### src/rtl/rr_arb4_ctrl.sv
// Four-requester round-robin arbiter with a registered one-hot grant and a rotating priority pointer.
// Optional forced release after HOLD_MAX grant cycles is enabled by defining ARB_TIMEOUT_EN.
module rr_arb4_ctrl #(
    parameter int unsigned HOLD_MAX = 16
) (
    input  logic       clk,
    input  logic       rst_n,
    input  logic [3:0] req,
    input  logic       done,
    output logic [3:0] gnt,
    output logic [1:0] gnt_id,
    output logic       gnt_valid,
    output logic       timeout
);

    typedef enum logic {
        IDLE  = 1'b0,
        GRANT = 1'b1
    } state_t;

    state_t     state_q, state_d;
    logic [1:0] ptr_q, ptr_d;
    logic [3:0] gnt_q, gnt_d;
    logic [1:0] gnt_id_q, gnt_id_d;
    logic       gnt_valid_q, gnt_valid_d;

    logic       win_found;
    logic [1:0] win_id;
    logic [1:0] idx;
    logic       rel_normal;

    if (HOLD_MAX < 1 || HOLD_MAX > 255) begin : g_hold_max_check
        $error("rr_arb4_ctrl: HOLD_MAX must be in 1..255");
    end

`ifdef ARB_TIMEOUT_EN
    logic [7:0] cnt_q, cnt_d;
    logic       timeout_q, timeout_d;
    logic       hold_limit;

    assign hold_limit = (cnt_q == 8'(HOLD_MAX - 1));
`endif

    // First set request bit at or after the pointer, wrapping modulo 4.
    always_comb begin
        win_found = 1'b0;
        win_id    = '0;
        idx       = '0;
        for (int unsigned i = 0; i < 4; i++) begin
            idx = ptr_q + 2'(i);
            if (!win_found && req[idx]) begin
                win_found = 1'b1;
                win_id    = idx;
            end
        end
    end

    assign rel_normal = done || !req[gnt_id_q];

    always_comb begin
        state_d     = state_q;
        ptr_d       = ptr_q;
        gnt_d       = gnt_q;
        gnt_id_d    = gnt_id_q;
        gnt_valid_d = gnt_valid_q;
`ifdef ARB_TIMEOUT_EN
        cnt_d       = cnt_q;
        timeout_d   = 1'b0;
`endif
        case (state_q)
            IDLE: begin
                if (win_found) begin
                    state_d     = GRANT;
                    gnt_d       = 4'b0001 << win_id;
                    gnt_id_d    = win_id;
                    gnt_valid_d = 1'b1;
                    ptr_d       = win_id + 2'd1;
`ifdef ARB_TIMEOUT_EN
                    cnt_d       = '0;
`endif
                end
            end
            GRANT: begin
                // A normal release takes precedence over the hold limit, so timeout stays low then.
                if (rel_normal) begin
                    state_d     = IDLE;
                    gnt_d       = '0;
                    gnt_id_d    = '0;
                    gnt_valid_d = 1'b0;
                end
`ifdef ARB_TIMEOUT_EN
                else if (hold_limit) begin
                    state_d     = IDLE;
                    gnt_d       = '0;
                    gnt_id_d    = '0;
                    gnt_valid_d = 1'b0;
                    timeout_d   = 1'b1;
                end else begin
                    cnt_d = cnt_q + 8'd1;
                end
`endif
            end
            default: begin
                state_d     = IDLE;
                gnt_d       = '0;
                gnt_id_d    = '0;
                gnt_valid_d = 1'b0;
            end
        endcase
    end

    always_ff @(posedge clk or negedge rst_n) begin
        if (!rst_n) begin
            state_q     <= IDLE;
            ptr_q       <= '0;
            gnt_q       <= '0;
            gnt_id_q    <= '0;
            gnt_valid_q <= 1'b0;
        end else begin
            state_q     <= state_d;
            ptr_q       <= ptr_d;
            gnt_q       <= gnt_d;
            gnt_id_q    <= gnt_id_d;
            gnt_valid_q <= gnt_valid_d;
        end
    end

`ifdef ARB_TIMEOUT_EN
    always_ff @(posedge clk or negedge rst_n) begin
        if (!rst_n) begin
            cnt_q     <= '0;
            timeout_q <= 1'b0;
        end else begin
            cnt_q     <= cnt_d;
            timeout_q <= timeout_d;
        end
    end

    assign timeout = timeout_q;
`else
    assign timeout = 1'b0;
`endif

    assign gnt       = gnt_q;
    assign gnt_id    = gnt_id_q;
    assign gnt_valid = gnt_valid_q;

endmodule

### config.mk
export PLATFORM = sky130hd
export DESIGN_NAME = rr_arb4_ctrl
export DESIGN_NICKNAME = d
export VERILOG_FILES = /design/src/rtl/rr_arb4_ctrl.sv
export SDC_FILE = /design/constraint.sdc
export NUM_CORES = 1
export LEC_CHECK = 0
export ABC_AREA = 1
export CAP_MARGIN = 20
export CELL_PAD_IN_SITES_DETAIL_PLACEMENT = 1
export CELL_PAD_IN_SITES_GLOBAL_PLACEMENT = 2
export CORE_UTILIZATION = 30
export DETAILED_ROUTE_END_ITERATION = 7
export GPL_ROUTABILITY_DRIVEN = 0
export GPL_TIMING_DRIVEN = 0
export PLACE_DENSITY_LB_ADDON = 0.1
export RECOVER_POWER = 50
export SETUP_SLACK_MARGIN = 0.2
export SLEW_MARGIN = 25
export SYNTH_ARGS = -nofsm -noshare
export SYNTH_HDL_FRONTEND = slang
export SYNTH_SLANG_ARGS = --single-unit
### constraint.sdc
create_clock -name clk -period 2.6 [get_ports clk]
set_input_delay 0.52 -clock clk [delete_from_list [all_inputs] [get_ports clk]]
set_output_delay 0.52 -clock clk [all_outputs]
set_load 0.005 [all_outputs]
---- Yosys cells after proc, flatten, opt, wreduce, memory -nomap -nowiden ----
Index checks and enable logic that the tools add are counted.
storage, ports and cells
  register bits after elaboration ......... 10
  bits of input ports ..................... 7
  output and inout bits ................... 8
cells by class
  $add $sub $neg .......................... 4
  magnitude comparators ................... 5
  equal/unequal tests ..................... 2
  shifts and indexed selects .............. 1
  mux-type cells .......................... 30
  bitwise logic cells ..................... 1
  reduce and logical (&&, ||, !) cells .... 10
operators by type and width
  operator                                                    count
  less-than comparator 2 x 3 -> 1 bit, second input constant  5
  two-way mux 1 bit                                           13
  two-way mux 2 bit                                           6
  binary-select mux 1 bit (select 2 bit)                      5
  two-way mux 4 bit                                           2
  one-hot mux 4 bit (2 select lines)                          1
  adder 2 x 1 -> 2 bit, second input constant                 2
  adder 2 bit, second input constant                          2
  logical NOT 1 bit                                           4
  one-hot mux 1 bit (2 select lines)                          2
  one-hot mux 2 bit (2 select lines)                          1
  AND reduction 2 bit                                         2
  left shift 1 x 2 -> 4 bit, first input constant             1
  logical AND 1 bit                                           3
  != test 2 x 1 -> 1 bit, second input constant               1
  != test 2 bit, second input constant                        1
  logical OR 1 bit                                            1
  inverter 1 bit                                              1

---- Longest topological paths before layout ----
Gate-level depths: netlist of the first run.
  word-level depth ........................ 15
  gate-level depth with buffers ........... 15

---- Least setup slack after synthesis of the first run ----
Ideal clock, no wire load.
  kind .................................... input port to flip-flop
  start point ............................. input port req[1]
  end point ............................... register ptr_q[1]
  setup time .............................. 0.116 ns
  arrival ................................. 1.617 ns
  data required time ...................... 2.484 ns
  setup slack ............................. 0.867 ns
  cell stages on the path ................. 14
  buffers on the path ..................... 0
  path through ............................ inv_1 > nand2_1 > nand3_1 > nand2_2 > inv_1 > nand2_1 > nand2_1 > nand2_1 > inv_1 > nand2_1 > inv_1 > ha_1 > nand2_1 > nand2_1
on the way
  word-level cells in the longest chain between the ends .. 13
  elaborated cells between the ends (all ways) .. 24
ends and longest elaborated chain
  what                                                                RTL line  source
  start, declared                                                     8         input logic [3:0] req,
  binary-select mux 1 bit (select 2 bit)                              51        if (!win_found && req[idx]) begin
  two-way mux 1 bit (implied by the code)                             51
  two-way mux 1 bit                                                   51
  logical NOT 1 bit                                                   51
  logical AND 1 bit                                                   51
  two-way mux 1 bit                                                   51
  logical NOT 1 bit                                                   51
  logical AND 1 bit                                                   51
  two-way mux 1 bit                                                   51
  logical NOT 1 bit                                                   51
  logical AND 1 bit                                                   51
  two-way mux 2 bit / two-way mux 1 bit (equally long branches)       51
  adder 2 x 1 -> 2 bit / AND reduction 2 bit (equally long branches)  --
  end signal, assigned                                                121       ptr_q <= ptr_d;
  end, declared                                                       22        logic [1:0] ptr_q, ptr_d;
Parallel ways exist; a longest one is shown, timed or not. The select of a mux whose other input is x is not followed.
A chain may end at the register's enable or synchronous reset.

---- Worst setup path in the final report of the first run ----
  start point ............................. input port req[3]
  end point ............................... register ptr_q[1]
Same word-level chain as after synthesis.

==> flow_summary_export.csv, run 1 <==
group,metric,value,unit
clock_tree,cts_resized,0,
yosys,yosysUniqueCellTypes,18,
yosys,syn-instance-count,112,
outcome,status,"complete, no violations",
grt,antenna_found_initial,0,
routing,via_count,735,
worst_setup_path,startpoint_type,"primary input",
clock_tree,cts_tree,"yes",
finish,area_growth_syn_to_layout,25.87,%
yosys,ys_top_cells_by_area,"dfrtp_1, nand2_1, nand3_1",
clock_tree,h-tree-depth,1,
grt,grt_pass1_wl,3125,um
yosys,synthesis.nets,123,
clock_tree,ctsHoldBuffers,0,
worst_hold_path,hold_class,"flip-flop to flip-flop",
die,coreArea,0.002477,sq mm
worst_setup_path,cp_data_arrival_time,2.31,ns
place,dp.cells,155,
clock_tree,clock-sinks,10,
yosys,ys_seq_elements,10,
die,die_w,53.26,um
yosys,yosys.area.top_type_share,31.75,%
place,dpl.hpwl,1512,um
yosys,synth_warnings,0,
sta,hold_violations,0,
routing,routedWlPerCell,11.25,um
routing,dr.pass1.iters,4,
place,io_buffers,13,
pwr,p_leak,0.5734,nW
yosys,avgSynthCellArea,7.038,sq um
routing,ant_nets,0,
sta,fmax,465.1,MHz
die,ioPinCount,15,
run,drv_cap,0,
clock_tree,postCtsSetupBuffers,0,
grt,overflow,0,
clock_tree,cts_made_buffers,3,
finish,fill_cells,327,
routing,drt_iter0_markers,14,
grt,grt_pass1_vias,734,
finish,antenna_cells,0,
grt,grt_usage,15.52,%
finish,drive_above_1_share,16.28,%
pwr,p_total,1.376,mW
die,die_y,53.26,um
die,fp-row-count,18,
clock_tree,clockBufferDepth,2,
place,placed_cell_area,955.9,sq um
grt,grt_max_degree,11,
clock_tree,cts_root_buf,"clkbuf_4",
pwr,p_per_area,1387,mW/mm^2
finish,nNetsFinal,141,
die,die_area,0.002837,sq mm
yosys,netlist_area,788.3,sq um
clock_tree,clkTransAtPathRegs,0.06,ns
sta,grt_setup_unrepaired,"no",
yosys,seq_area_frac_synth,31.75,%
sta,fin_skew,0.001916,ns
worst_setup_path,crit_fanout,3,
worst_setup_path,critPathKind,"primary input to flip-flop",
finish,fin_area,992.2,sq um
sta,min_period,2.150,ns
worst_setup_path,end_kind,"flip-flop",
sta,fin_setup_tns,0,ns
routing,routed_wl,1788,um
yosys,yosysTopAreaCell,"dfrtp_1",
pwr,ir_drop,0.6034,mV
sta,drv_slew,0,
routing,vias_per_cell,4.623,
worst_setup_path,cp.required,2.76,ns
routing,post-route-drc-count,0,
sta,period_share,82.69,%
sta,finalSetupViolations,0,
finish,layoutNonFillerInstCount,159,
clock_tree,clk_latency,0.27,ns
die,start_util,31.82,%
cell usage in the layout, fill, tap and decap left out, types with 3 or more instances in the layout:
master            n
clkdlybuf4s50_1   9
inv_1            14
ha_1              4
dfrtp_1          10
clkbuf_4          3
nand3_1          16
nand2_2           8
o21ai_0           4
dlygate4sd3_1     4
nand2_1          43
synth_stat cells:
master and count:
nand4_1 1, nand2_1 43, buf_6 2, ha_1 4, nor2_8 1, inv_1 14
dfrtp_1 10, inv_2 1, inv_6 1, a21oi_1 1, o21ai_0 4, nand3_1 16
buf_4 1, nand2_4 2, nand3b_4 1, nand2_2 8, nor2_1 1, conb_1 1
cells by family (layout without fill, tap and decap cells):
group | count (synthesis) | count (layout) | share of synthesized area (%)
and+or+nand+nor | 73 | 73 | 46.19
buffers and inverters | 19 | 36 | 12.06
DFF | 10 | 10 | 31.75
AOI/OAI and AO/OA | 5 | 5 | 3.174
adders and majority gates | 4 | 4 | 6.349
other | 1 | 1 | 0.4757
final timing paths:
| kind | start | endpoint | slack [ns] | cells past startpoint |
|---|---|---|---|---|
| max reg2reg | ptr_q[0] | ptr_q[1] | 0.73 | 14 |
| min | gnt_valid | gnt_valid | 0.47 | 2 |
| max in group asynchronous | rst_n | gnt_id[1] | 1.68 | 1 |
| min in group asynchronous | rst_n | gnt[1] | 0.62 | 1 |
| max | req[3] | ptr_q[1] | 0.45 | 15 |
| min reg2reg | gnt_valid | gnt_valid | 0.47 | 2 |
worst max-delay path: stages:
cell,delay (ns)
clkdlybuf4s50_1,0.50
inv_1,0.06
nand2_1,0.07
nand3_1,0.11
nand2_2,0.15
inv_1,0.07
nand2_1,0.06
nand2_1,0.04
nand2_1,0.07
inv_1,0.05
nand2_1,0.11
inv_1,0.08
ha_1,0.29
nand2_1,0.08
nand2_1,0.05
layout make-up:
type	instances	area, sq um	area share (%)
multi-input cells	83	442.9	44.64
inverters	16	65.06	6.557
well taps	30	37.54	3.783
clock buffers	4	36.28	3.657
repair buffers	13	130.1	13.11
flip-flops and latches	10	250.2	25.22
plain buffers	3	30.03	3.026
metal layers:
metal | global-route usage [%] | vias up | wire length [um]
li1 | - | 376 | -
met1 | 17.51 | 346 | 794
met2 | 28.54 | 10 | 928
met3 | 2.874 | 3 | 50
met4 | 5.263 | 0 | 14
met5 | 0 | - | 0
power breakdown:
part	internal [mW]	total (mW)	switching (mW)
clock	0.0851	0.138	0.0529
combinational	0.373	0.961	0.589
sequential	0.226	0.277	0.0513
sequential cells by signal, indices dropped and copies added, names as in the netlist:
signal,count
state_q,1
ptr_q,2
gnt_id,2
gnt_valid,1
gnt,4
stage by stage:
| step | hold slack, ns | utilization [%] | setup WS [ns] |
|---|---|---|---|
| floorplan | 0.2244 | - | 0.8668 |
| global placement | 0.4531 | 38.59 | 0.1851 |
| detailed placement | 0.4676 | 38.59 | 0.1418 |
| CTS | 0.4839 | 40.05 | 0.4231 |
| global route | 0.5000 | 40.05 | 0.2721 |
| finish | 0.4735 | 40.05 | 0.4500 |
Power figures use the tool's default switching activity.
==> inputs of run 2 (changes only) <==
Settings changed: CORE_UTILIZATION 30 to 27.
Clock period 2.6 ns to 2 ns, I/O delays scaled along.
==> run 2 against run 1 <==
Power increased by 63%. Register-to-register slack got worse by 0.55 ns. Critical path type is now flip-flop to flip-flop. Count of clock-buffer cells in the layout decreased by 1. Non-clock buffer count increased by 10. Highest routed layer unchanged. Final cell count increased by 6.3%. Hold slack got worse by 0.0047 ns. Die area increased by 11%. Critical path depth decreased by 2. First-iteration DRC count increased to 2.6 times the previous value. Critical endpoint unchanged. Largest cell class unchanged.
==> flow_summary_export.csv, run 2 (same netlist as run 1, synthesis figures left out) <==
group,metric,value,unit
finish,fill_cells,332,
grt,grt_usage,15.31,%
die,die_w,56.03,um
worst_setup_path,path_cells,"buf_6, inv_8, nand2_4, nand3_4, nand2_4, buf_12, nor2_8, nand4_1, nand2_2, inv_2, ha_4, nand2_2, nand2_1",
sta,fin_setup_tns,0,ns
sta,fmax,548.6,MHz
die,die_area,0.003139,sq mm
grt,grt_pass1_vias,774,
worst_setup_path,timing.rr.end,"ptr_q[1]",
sta,drv_slew,0,
die,die_y,56.03,um
sta,hold_violations,0,
routing,via_count,765,
worst_hold_path,hp-start,"gnt_valid",
sta,period_share,91.15,%
pwr,p_per_area,1926,mW/mm^2
die,coreArea,0.002758,sq mm
clock_tree,clockBufferDepth,2,
clock_tree,clk_latency,0.26,ns
worst_setup_path,cpPeakStageDelay,0.37,ns
finish,drive_above_1_share,36.23,%
worst_setup_path,crit_slowest_cell,"dfrtp_1",
finish,area_growth_syn_to_layout,47.78,%
finish,layout_common_cells,"nand2_1, nand2_2, inv_1",
clock_tree,cts_tree,"yes",
finish,nNetsFinal,151,
place,dpl.hpwl,1505,um
routing,vias_per_cell,4.527,
run,drv_cap,0,
worst_setup_path,reg2reg_from,"ptr_q[0]",
sta,fin_skew,0.001900,ns
clock_tree,clock-sinks,10,
clock_tree,cts_root_buf,"clkbuf_4",
finish,antenna_cells,0,
pwr,p_leak,0.6457,nW
worst_setup_path,cp_data_arrival_time,2.02,ns
worst_setup_path,r2r.worst_path.cells,13,
sta,grt_setup_unrepaired,"yes",
grt,antenna_found_initial,0,
routing,post-route-drc-count,0,
worst_setup_path,reg2reg_slack,0.18,ns
grt,grt_max_degree,11,
place,io_buffers,13,
grt,overflow,0,
place,pre_cts_ws,-0.3427,ns
die,fp-row-count,19,
sta,setup_slack,0.1771,ns
pwr,p_total,2.243,mW
routing,ant_nets,0,
clock_tree,clkTransAtPathRegs,0.06,ns
die,start_util,28.58,%
routing,routed_wl,2092,um
worst_setup_path,cp.required,2.20,ns
worst_setup_path,crit_fanout,8,
sta,min_period,1.823,ns
sta,finalSetupViolations,0,
routing,routedWlPerCell,12.38,um
worst_hold_path,min_path_cells,2,
worst_setup_path,end_kind,"flip-flop",
worst_hold_path,hold_end,"gnt_valid",
worst_hold_path,hold_class,"flip-flop to flip-flop",
worst_setup_path,critPathKind,"flip-flop to flip-flop",
finish,largest_reg_flops,4,
clock_tree,ctsHoldBuffers,0,
routing,dr.pass1.iters,4,
finish,finish.utilization,42.24,%
worst_setup_path,startpoint_type,"flip-flop",
outcome,status,"complete, no violations",
clock_tree,h-tree-depth,1,
finish,layout_commonest_cell,"nand2_1",
grt,grt_pass1_wl,3684,um
clock_tree,cts_made_buffers,3,
routing,drt_iter0_markers,37,
die,ioPinCount,15,
pwr,ir_drop,0.9029,mV
==> run 2: repair_timing <==
| item | CTS | global route |
|---|---|---|
| resized for setup | 23 | 8 |
| buffers inserted | 7 | 3 |
| setup endpoints to repair | 5 | 5 |
| pin swaps | 6 | 5 |
==> run 2: worst max path at each step <==
stage              from        to  slack, ns  cells after the start
6_report       ptr_q[0]  ptr_q[1]       0.18                     13
2_1_floorplan  ptr_q[0]  ptr_q[1]       0.31                     14
3_3_place_gp     req[3]  ptr_q[1]      -0.32                     15
3_5_place_dp     req[3]  ptr_q[1]      -0.34                     15
5_1_grt        ptr_q[0]  ptr_q[1]       0.07                     13
4_1_cts        ptr_q[0]  ptr_q[1]       0.19                     13
==> run 2: final cells by class <==
type / count / area, sq um / area share, %
multi-input combinational: 83 / 538.0 / 46.19
sequential: 10 / 251.5 / 21.59
timing repair buffer: 23 / 216.5 / 18.58
inverter: 16 / 67.56 / 5.800
tap: 31 / 38.79 / 3.330
buffer: 3 / 30.03 / 2.578
clock buffer: 3 / 22.52 / 1.933
==> run 2: where the power goes <==
group | switching (mW) | leakage, nW | internal [mW]
registers | 0.0657 | 0.124 | 0.296
logic | 0.971 | 0.508 | 0.779
clock network | 0.0625 | 0.0138 | 0.0692
total | 1.10 | 0.646 | 1.14
==> run 2: critical path, delay by kind of cell, from the launching register on <==
kind / cells / cell delay (ns)
buffers and inverters: 4 / 0.40
adders and majority gates: 1 / 0.26
and+or+nand+nor: 8 / 0.72
DFF: 1 / 0.37
==> run 2: stage by stage <==
step / hold WS (ns) / std cells / area (sq um)
2_1_floorplan: 0.1044 / 112 / 788.3
3_3_place_gp: 0.4533 / 156 / 957.2
3_5_place_dp: 0.4701 / 156 / 957.2
4_1_cts: 0.4580 / 166 / 1110
5_1_grt: 0.5234 / 169 / 1165
6_report: 0.4688 / 169 / 1165
==> run 2: metal layers <==
metal	part of all wire, %	global-route usage, %
met1	49	20.55
met2	46	24.32
met3	3.7	3.953
met4	1.2	4.181
met5	0	0
